`src/rtl/mci_intr_aggregator.sv`:
```
// rtl/mci_intr_aggregator.sv - MCI event aggregator: sticky status, saturating counters, err/notif irqs
// One mci_intr_path per interrupt class; the two classes never interact.

module mci_intr_path #(
  parameter int N  = 4,
  parameter int CW = 32
) (
  input  logic            clk,
  input  logic            rst_n,
  input  logic [N-1:0]    evt,
  input  logic [N-1:0]    trig,
  input  logic [N-1:0]    w1c,
  input  logic [N-1:0]    en,
  input  logic            global_en,
  input  logic [N-1:0]    cnt_clr,
  output logic [N-1:0]    sts,
  output logic [N*CW-1:0] cnt,
  output logic            irq
);
  localparam logic [CW-1:0] CNT_MAX = '1;
  localparam logic [CW-1:0] CNT_ONE = CW'(1);

  logic [N-1:0] hit;
  assign hit = evt | trig;

  always_ff @(posedge clk or negedge rst_n) begin
    if (!rst_n) begin
      sts <= '0;
      cnt <= '0;
      irq <= 1'b0;
    end else begin
      // irq follows the registered status, giving hit -> sts -> irq over two cycles
      irq <= global_en & |(sts & en);
      for (int i = 0; i < N; i++) begin
        if (hit[i])
          sts[i] <= 1'b1;
        else if (w1c[i])
          sts[i] <= 1'b0;

        // a clear coinciding with an event keeps that event in the count
        if (cnt_clr[i])
          cnt[i*CW +: CW] <= hit[i] ? CNT_ONE : '0;
        else if (hit[i] && cnt[i*CW +: CW] != CNT_MAX)
          cnt[i*CW +: CW] <= cnt[i*CW +: CW] + CNT_ONE;
      end
    end
  end
endmodule

module mci_intr_aggregator #(
  parameter int NUM_ERR_SRC   = 4,
  parameter int NUM_NOTIF_SRC = 4,
  parameter int CNT_WIDTH     = 32
) (
  input  logic                             clk,
  input  logic                             mci_rst_b,
  input  logic [NUM_ERR_SRC-1:0]           err_evt_i,
  input  logic [NUM_NOTIF_SRC-1:0]         notif_evt_i,
  input  logic [NUM_ERR_SRC-1:0]           err_trig_i,
  input  logic [NUM_NOTIF_SRC-1:0]         notif_trig_i,
  input  logic [NUM_ERR_SRC-1:0]           err_sts_w1c_i,
  input  logic [NUM_NOTIF_SRC-1:0]         notif_sts_w1c_i,
  input  logic [NUM_ERR_SRC-1:0]           err_en_i,
  input  logic [NUM_NOTIF_SRC-1:0]         notif_en_i,
  input  logic                             global_err_en_i,
  input  logic                             global_notif_en_i,
  input  logic [NUM_ERR_SRC-1:0]           err_cnt_clr_i,
  input  logic [NUM_NOTIF_SRC-1:0]         notif_cnt_clr_i,
  output logic [NUM_ERR_SRC-1:0]           err_sts_o,
  output logic [NUM_NOTIF_SRC-1:0]         notif_sts_o,
  output logic [NUM_ERR_SRC*CNT_WIDTH-1:0] err_cnt_o,
  output logic [NUM_NOTIF_SRC*CNT_WIDTH-1:0] notif_cnt_o,
  output logic                             err_irq_o,
  output logic                             notif_irq_o
);
  mci_intr_path #(.N(NUM_ERR_SRC), .CW(CNT_WIDTH)) u_err (
    .clk       (clk),
    .rst_n     (mci_rst_b),
    .evt       (err_evt_i),
    .trig      (err_trig_i),
    .w1c       (err_sts_w1c_i),
    .en        (err_en_i),
    .global_en (global_err_en_i),
    .cnt_clr   (err_cnt_clr_i),
    .sts       (err_sts_o),
    .cnt       (err_cnt_o),
    .irq       (err_irq_o)
  );

  mci_intr_path #(.N(NUM_NOTIF_SRC), .CW(CNT_WIDTH)) u_notif (
    .clk       (clk),
    .rst_n     (mci_rst_b),
    .evt       (notif_evt_i),
    .trig      (notif_trig_i),
    .w1c       (notif_sts_w1c_i),
    .en        (notif_en_i),
    .global_en (global_notif_en_i),
    .cnt_clr   (notif_cnt_clr_i),
    .sts       (notif_sts_o),
    .cnt       (notif_cnt_o),
    .irq       (notif_irq_o)
  );
endmodule

```
`config.mk`:
```
export PLATFORM = sky130hd
export DESIGN_NAME = mci_intr_aggregator
export DESIGN_NICKNAME = d
export VERILOG_FILES = /design/src/rtl/mci_intr_aggregator.sv
export SDC_FILE = /design/constraint.sdc
export NUM_CORES = 1
export LEC_CHECK = 0
export BUFFER_PORTS_ARGS = -buffer_cell sky130_fd_sc_hd__buf_2
export CORE_MARGIN = 5
export CORE_UTILIZATION = 40
export DETAILED_ROUTE_END_ITERATION = 6
export PLACE_DENSITY = 0.75
export SETUP_SLACK_MARGIN = 0.15
export SLEW_MARGIN = 20
export SYNTH_ARGS = -nofsm -noshare
export SYNTH_HDL_FRONTEND = slang
export SYNTH_HIERARCHICAL = 1
export SYNTH_SLANG_ARGS = --single-unit
```
`constraint.sdc`:
```
create_clock -name clk -period 2.1 [get_ports clk]
set_input_delay 0.42 -clock clk [delete_from_list [all_inputs] [get_ports clk]]
set_output_delay 0.42 -clock clk [all_outputs]
set_load 0.1 [all_outputs]
```
# After elaboration in Yosys (flattened, before gate mapping)
# Cells that the tools add are included.
[totals] output_inout_bits=266 inputBits=44 wordCells=106 reg_bits=266
[classes] n_reduce_logical=26 n_mux=40 add_sub_neg=8 bitwise_logic=6 n_eq_ne=8
[ops] op="2-to-1 mux 32 bit" n=16
[ops] op="adder 32 x 1 -> 32 bit, second input constant" n=8
[ops] op="inequality test 32 bit, second input constant" n=8
[ops] op="nonzero test 2 bit" n=16
[ops] op="2-to-1 mux 1 bit" n=24
[ops] op="bitwise AND 4 bit" n=2
[ops] op="logical AND 1 bit" n=8
[ops] op="OR 4 bit" n=2
[ops] op="OR reduction 4 bit" n=2
[ops] op="bitwise AND 1 bit" n=2

# Logic depth before layout (Yosys ltp)
# Gate-level depths: netlist of the first run.
[depth] word_depth=4 depth_mapped=9 mapped_depth_nobuf=6

# Cells and area by module
# Netlist of the first run, hierarchy kept.
[by_module_without_submodules] mod="mci_intr_path (u_notif)" instances=1 area_each_um2=7459.7 cells_per_inst=822 seq_area_each_um2=3328.2
[by_module_without_submodules] mod="mci_intr_path (u_err)" instances=1 area_each_um2=7453.4 cells_per_inst=829 seq_area_each_um2=3328.2

# Worst setup path before layout of the first run
# OpenSTA, ideal clock, no wires.
[synth_path] path_kind="register to register" from="register u_err.cnt[32]" to="register u_err.cnt[58]" slack_ns=-0.821 required_time_ns=1.975 period_less_slack_ns=2.921 setup_ns=0.125 path_buffers=1 path_stages_with_launch=8 t_arrival_ns=2.796 path_cell_list="dfrtp_1 -> ha_1 -> nand4_1 -> or3_1 -> or3_1 -> buf_2 -> nor3_1 -> mux2_2"
[synth_via] elab_chain_cells=3
[synth_rtl] element="start: declaration" line="17" source="output logic [N*CW-1:0] cnt,"
[synth_rtl] element="start signal: indexed assignment" line="42" source="cnt[i*CW +: CW] <= hit[i] ? CNT_ONE : '0;"
[synth_rtl] element="start signal: indexed assignment" line="44" source="cnt[i*CW +: CW] <= cnt[i*CW +: CW] + CNT_ONE;"
[synth_rtl] element="adder 32 x 1 -> 32 bit / inequality test 32 bit (equally long branches)" line="44, 43"
[synth_rtl] element="2-to-1 mux 32 bit / logical AND 1 bit (equally long branches)" line="43" source="else if (hit[i] && cnt[i*CW +: CW] != CNT_MAX)"
[synth_rtl] element="2-to-1 mux 32 bit / nonzero test 2 bit (equally long branches)"
# Several ways; a longest one is shown, not always the timed one. The select of a mux whose other input is x is not followed.
# A chain may end at the register's enable or synchronous reset.

# Final worst setup path of the first run
[layout_path] from="register u_err.cnt[32]" to="register u_err.cnt[50]"
# The elaborated chain is that of the path after synthesis.

==> results by group, run 1 <==
Die
  • Area of the die: 0.04124 mm2
  • Die span in y: 203.1 um
  • I/O pin count: 310
  • Die X: 203.1 um
  • Initial Util: 40.64%
  • Placeable core region: 0.03670 mm2
  • Cell Rows: 70

Route
  • Number of nets still failing antenna checks after routing: 0
  • Initial detailed-routing violation count: 1,273
  • Via density: 5.979
  • Total number of vias: 16.18k
  • Post-route DRC violation count: 1
  • Mean routed wirelength per cell: 19.57 um
  • First-pass iteration count of the detailed router: 7
  • Final wirelength: 52,960 um

Clock network
  • Root buffer cell: sky130_fd_sc_hd__clkbuf_16
  • Clock latency on the worst-skew pair: 0.53 ns
  • Clock Pin Slew Worst Setup and Hold Paths: 0.06 ns
  • Number of buffers on the longest clock path: 3
  • TritonCTS sink count: 266
  • TritonCTS clock tree: yes
  • Number of buffers added by the clock tree synthesis step: 35
  • Maximum level of the CTS H-tree: 2

Timing
  • Post-layout minimum cycle time: 2.222 ns
  • Transition time at the pin with the least slew margin: 0.8584 ns
  • Final hold violations: 0
  • Final hold slack: 0.07008 ns
  • Number of pins with negative max-slew slack in the final report: 0
  • Final clock period utilization by the worst path: 105.8%
  • Final clock skew: 0.01403 ns
  • Worst path setup slack after routing: -0.1225 ns
  • RSZ-0062 raised after global routing: true
  • Max-Slew Margin vs Limit: 42.39%
  • Final number of setup-violating endpoints: 25
  • Highest clock rate: 0.4499 GHz

Logic synthesis
  • Leading area contributor after synthesis: sky130_fd_sc_hd__dfrtp_1
  • Synth warn: 6
  • Nets in the synthesized netlist: 1,703
  • Total standard cell area after synthesis: 0.01491 mm2
  • Synthesized instance count: 1,651
  • Mean instance size in the synthesized netlist: 9.033 um2
  • Most used DFF post-synth: sky130_fd_sc_hd__dfrtp_1
  • Most common cell in the synthesized netlist: sky130_fd_sc_hd__dfrtp_1
  • Sequential share of the synthesized area: 44.63%
  • Number of synthesized flops with an enable pin: 0
  • Flop and latch count out of synthesis: 266
  • Top cells by area, synth: sky130_fd_sc_hd__dfrtp_1 (45%), sky130_fd_sc_hd__a21oi_1 (5.4%), sky130_fd_sc_hd__or4_1 (4.2%)
  • Share of flip-flops with an asynchronous set or reset after synthesis: 100.0%
  • Share of the synthesized area in the top cell type: 44.63%
  • Commonest cells in the synthesized netlist: sky130_fd_sc_hd__dfrtp_1 (266), sky130_fd_sc_hd__a21oi_1 (162), sky130_fd_sc_hd__nor2_1 (124)
  • Number of library cell types mapped by synthesis: 79

Power and ir drop
  • Leak: 9.291 nW
  • Ratio of total power to cell area: 564.3 mW/mm2
  • Largest vdd supply drop: 0.0005560 V
  • Power after layout: 0.01319 W

Setup path
  • Capturing element type of the critical path: flip-flop
  • Crit path kind: reg -> reg
  • Endpoint arrival time on the critical path: 2.67 ns
  • Number of cells traversed by the worst register-to-register path: 9
  • Kind of launch point of the worst setup path: flip-flop
  • Required time reported for the critical path endpoint: 2.54 ns
  • Critical path fanouts, max: 9

Cells and area
  • Area taken by multi-input logic gates: 0.009622 mm2
  • Layout area overhead: 56.72%
  • Number of fillers in the final layout: 2,767
  • Number of nets in the final layout: 2,263
  • Summed area of non-filler cells in the final layout: 0.02337 mm2
  • Count of placed standard cells in the final layout, fillers left out: 2,706
  • Fraction of layout instances using a drive strength above 1: 56.01%
  • Footprint of the flip-flops and latches: 0.007482 mm2

Global routing
  • Wire length of the first global-routing pass: 79,650 um
  • Maximum number of pins on one net before global-route repair: 57
  • GRT Total Usage: 22.93%
  • Antenna violations before repair: 1
  • Number of global-route vias before repair: 15.35k
  • Gr ovfl total: 0

Status
  • Result of the run: finished with violations
  • Failing checks: DRC, setup timing

Place
  • Area post-placement: 0.01936 mm2
  • Pre-CTS setup slack: -0.02482 ns
  • Detailed placement HPWL: 33,750 um
  • Number of placed cells counting well taps: 2,483
  • Total of buffers placed on input and output ports: 309
  • Final weighted congestion in routability-driven placement: 0.9019

Flow run
  • Max cap viols: 0

Min path
  • Number of cells traversed by the worst hold path: 2
  • Hold Crit Class: in -> reg
-- flip-flops by register name, indices dropped and copies added, names as in the netlist --
| name | cells |
|---|---|
| u_err/cnt | 128 |
| u_notif/sts | 4 |
| u_notif/irq | 1 |
| u_notif/cnt | 128 |
| u_err/irq | 1 |
| u_err/sts | 4 |
-- per-layer routing --
| layer | vias to the layer above | track usage, % | part of all wire [%] |
|---|---|---|---|
| met5 | - | 0 | 0 |
| met4 | 0 | 8.022 | 3.4 |
| met3 | 116 | 5.542 | 7.1 |
| met2 | 632 | 37.26 | 49 |
| met1 | 8025 | 30.09 | 41 |
| li1 | 7406 | - | - |
-- cell usage in the layout, fill, tap and decap left out, types with 29 or more instances in the layout --
| master | n |
|---|---|
| sky130_fd_sc_hd__nor2b_1 | 29 |
| sky130_fd_sc_hd__nor2_1 | 118 |
| sky130_fd_sc_hd__buf_4 | 241 |
| sky130_fd_sc_hd__or4_1 | 49 |
| sky130_fd_sc_hd__a21oi_2 | 50 |
| sky130_fd_sc_hd__o31ai_1 | 59 |
| sky130_fd_sc_hd__dfrtp_4 | 202 |
| sky130_fd_sc_hd__nand4_1 | 60 |
| sky130_fd_sc_hd__nand3_1 | 75 |
| sky130_fd_sc_hd__or4_4 | 36 |
| sky130_fd_sc_hd__or3_1 | 65 |
| sky130_fd_sc_hd__a21oi_1 | 112 |
| sky130_fd_sc_hd__o21ai_0 | 64 |
| sky130_fd_sc_hd__buf_2 | 267 |
| sky130_fd_sc_hd__nand2_1 | 104 |
| sky130_fd_sc_hd__buf_6 | 46 |
| sky130_fd_sc_hd__dfrtp_2 | 54 |
| sky130_fd_sc_hd__inv_1 | 33 |
| sky130_fd_sc_hd__clkbuf_16 | 41 |
-- cell families after synthesis --
family / after synthesis / share of synthesized area (%)
compound gates: 419 / 17.17
xor+xnor: 44 / 2.584
fa+ha+maj: 8 / 0.6712
buf+inv: 115 / 3.255
flops: 266 / 44.63
mux: 33 / 2.450
simple gates: 766 / 29.23
-- metrics by stage --
step / util, % / TNS [ns]
after detailed placement: 52.76 / -0.07982
final: 63.69 / -1.954
after global routing: 63.69 / -3.987
after CTS: 58.86 / -0.1056
after global placement: 52.76 / -0.02196
after floorplan: - / -7.791
-- where the power goes --
| group | total, W | switching [W] | internal (W) |
|---|---|---|---|
| Clock | 0.00634 | 0.00237 | 0.00397 |
| Combinational | 0.00150 | 0.00108 | 0.000421 |
| Sequential | 0.00535 | 0.000119 | 0.00523 |
| Total | 0.0132 | 0.00356 | 0.00962 |
-- final timing paths --
kind,slack [ns],startpoint,to
max in group asynchronous,0.89,mci_rst_b,u_err/cnt[80]
max,-0.12,u_err/cnt[32],u_err/cnt[50]
min in group asynchronous,0.42,mci_rst_b,u_notif/cnt[12]
min reg2reg,0.52,u_notif/sts[0],u_notif/sts[0]
max reg2reg,-0.12,u_err/cnt[32],u_err/cnt[50]
min,0.07,notif_sts_w1c_i[1],u_notif/sts[1]
-- final cells by class --
type                            count  share of cell area [%]
Antenna cell                        1                 0.01071
Inverter                           33                  0.5300
Clock buffer                       54                   4.706
Timing Repair Buffer              603                   18.51
Clock inverter                      9                  0.5514
Tap cell                          468                   2.505
Multi-Input combinational cell   1272                   41.17
Sequential cell                   266                   32.01
-- timing repair --
| action | CTS | global route |
|---|---|---|
| endpoints found under the hold margin | 48 | 0 |
| cloned | 3 | 6 |
| resized for setup | 90 | 277 |
| hold buffers | 1 | 0 |
| pin swaps | 59 | 157 |
| endpoints found under the setup margin | 121 | 198 |
| buffers inserted | 81 | 68 |
-- worst max-delay path: stages (launching register included) --
cell	delay (ns)
sky130_fd_sc_hd__dfrtp_4	0.43
sky130_fd_sc_hd__ha_4	0.13
sky130_fd_sc_hd__nand4_1	0.14
sky130_fd_sc_hd__or3_4	0.42
sky130_fd_sc_hd__buf_6	0.13
sky130_fd_sc_hd__o31ai_4	0.31
sky130_fd_sc_hd__buf_6	0.19
sky130_fd_sc_hd__clkbuf_16	0.16
sky130_fd_sc_hd__o31ai_1	0.08
sky130_fd_sc_hd__a21oi_1	0.14
Power figures use the tool's default switching activity.
==> run 2, diff against run 1 <==
- CTS_CLUSTER_SIZE: not set -> 24
- REMOVE_ABC_BUFFERS: not set -> 1
==> results by group, run 2 (synthesis gave the netlist of run 1 again) <==
Status
  • Result of the run: finished with violations
  • Failing checks: setup timing

Setup path
  • R2r endpoint: u_err/cnt[62]
  • Capturing element type of the critical path: flip-flop
  • Endpoint arrival time on the critical path: 2.68 ns
  • Worst reg2reg path startpoint: u_err/cnt[32]
  • WP buf/inv: 0
  • Most frequent cell on the critical path: sky130_fd_sc_hd__or3_4
  • Number of cells traversed by the worst register-to-register path: 6
  • Setup slack on the worst flop-to-flop path: -0.08 ns
  • Max incr delay on CP: 0.43 ns
  • Crit path kind: reg -> reg
  • Family with the most delay on the worst path: simple AND/OR/NAND/NOR gates
  • Critical path's slowest cell: sky130_fd_sc_hd__or4_4
  • Kind of launch point of the worst setup path: flip-flop
  • Required time reported for the critical path endpoint: 2.60 ns
  • Critical path fanouts, max: 5
  • Ordered list of cells on the worst path: ha_2 > nand4_1 > or3_4 > or3_4 > or4_4 > a21oi_2

Place
  • Detailed placement HPWL: 33,060 um
  • Number of placed cells counting well taps: 2,582
  • Total of buffers placed on input and output ports: 309
  • Final weighted congestion in routability-driven placement: 0.8992
  • Area post-placement: 0.01857 mm2

Die
  • I/O pin count: 310
  • Cell Rows: 70
  • Placeable core region: 0.03670 mm2
  • Die X: 203.1 um
  • Area of the die: 0.04124 mm2
  • Die span in y: 203.1 um
  • Initial Util: 40.64%

Global routing
  • GRT Total Usage: 21.81%
  • Gr ovfl total: 0
  • Maximum number of pins on one net before global-route repair: 51
  • Number of global-route vias before repair: 15.23k
  • Antenna violations before repair: 1
  • Wire length of the first global-routing pass: 77,430 um

Timing
  • Final clock skew: 0.009429 ns
  • Transition time at the pin with the least slew margin: 0.7117 ns
  • Max-Slew Margin vs Limit: 52.03%
  • RSZ-0062 raised after global routing: true
  • Final hold violations: 0
  • Final hold slack: 0.03124 ns
  • Post-layout minimum cycle time: 2.178 ns
  • Final number of setup-violating endpoints: 9
  • Final clock period utilization by the worst path: 103.7%
  • Highest clock rate: 0.4590 GHz
  • Setup TNS: -0.3650 ns
  • Worst path setup slack after routing: -0.07848 ns
  • Number of pins with negative max-slew slack in the final report: 0

Route
  • Total number of vias: 16.43k
  • Post-route DRC violation count: 0
  • Mean routed wirelength per cell: 18.92 um
  • Number of nets still failing antenna checks after routing: 0
  • Final wirelength: 51,850 um
  • Via density: 5.995
  • Initial detailed-routing violation count: 1,282
  • First-pass iteration count of the detailed router: 6

Cells and area
  • Number of nets in the final layout: 2,299
  • Number of fillers in the final layout: 2,865
  • Area taken by multi-input logic gates: 0.009099 mm2
  • Footprint of the flip-flops and latches: 0.006675 mm2
  • Count of placed standard cells in the final layout, fillers left out: 2,740
  • Summed area of non-filler cells in the final layout: 0.02208 mm2
  • Commonest non-fill, non-tap cell in the layout: sky130_fd_sc_hd__buf_4
  • Layout area overhead: 48.07%
  • Most frequent cells in the layout: sky130_fd_sc_hd__buf_4 (335), sky130_fd_sc_hd__dfrtp_1 (251), sky130_fd_sc_hd__buf_2 (181), sky130_fd_sc_hd__a21oi_1 (122), sky130_fd_sc_hd__nor2_1 (121)
  • Fraction of layout instances using a drive strength above 1: 43.28%
  • Top flop regs: u_err/cnt: 128 flops, u_notif/cnt: 128 flops

Clock network
  • Clock latency on the worst-skew pair: 0.57 ns
  • TritonCTS sink count: 266
  • TritonCTS clock tree: yes
  • Root buffer cell: sky130_fd_sc_hd__clkbuf_16
  • Maximum level of the CTS H-tree: 1
  • Number of buffers added by the clock tree synthesis step: 31
  • Clock Pin Slew Worst Setup and Hold Paths: 0.06 ns
  • Number of buffers on the longest clock path: 3

Min path
  • Worst hold path endpoint: u_err/sts[3]
  • Number of cells traversed by the worst hold path: 2
  • Hold Crit Class: in -> reg
  • Worst Min Path Start: err_sts_w1c_i[3]

Power and ir drop
  • Leak: 9.605 nW
  • Largest vdd supply drop: 0.0007997 V
  • Ratio of total power to cell area: 565.2 mW/mm2

Flow run
  • Max cap viols: 0
[run 2: where the power goes]
part / switching (W) / internal [W] / leakage, nW
Sequential: 0.0000815 / 0.00520 / 3.62
Clock: 0.00223 / 0.00347 / 0.526
Combinational: 0.00108 / 0.000414 / 5.46
Total: 0.00340 / 0.00908 / 9.61
[run 2: layout make-up]
class	instances	area share, %
inverters	33	0.5609
multi-input cells	1277	41.20
repair buffers	638	20.52
clock inverters	9	0.6573
well taps	468	2.652
diodes	1	0.01133
flip-flops and latches	266	30.23
clock buffers	48	4.165
[run 2: per-layer routing]
metal	GRT usage, %	share of wire, %
met5	0	0
met4	5.709	2.9
met3	3.769	7.4
met2	37.03	50
met1	29.07	40
[run 2: how the worst max path moves through the flow]
stage	endpoint	start	cells past startpoint	slack [ns]
detailed placement	u_err/cnt[53]	u_err/cnt[32]	8	-0.03
global route	u_err/cnt[32]	u_err/cnt[32]	10	-0.13
CTS	u_err/cnt[51]	u_err/cnt[61]	6	0.05
global placement	u_err/cnt[53]	u_err/cnt[32]	8	0.03
floorplan	u_err/cnt[53]	u_err/cnt[32]	6	-2.48
finish	u_err/cnt[62]	u_err/cnt[32]	6	-0.08
[run 2: what timing repair did]
action,in CTS,in global routing
pin swaps,32,110
setup buffers,23,65
endpoints found under the hold margin,31,0
endpoints found under the setup margin,164,268
cloned,4,7
hold buffers,1,0
gates resized for setup,93,370
[run 2: per-stage QoR]
step	utilization, %	total power [W]	worst slack [ns]
floorplan	-	0.006112	-2.479
global placement	50.61	0.006653	0.03333
detailed placement	50.61	0.006678	-0.03038
CTS	54.98	0.01242	0.05045
global route	60.17	0.01291	-0.1288
finish	60.17	0.01248	-0.07848
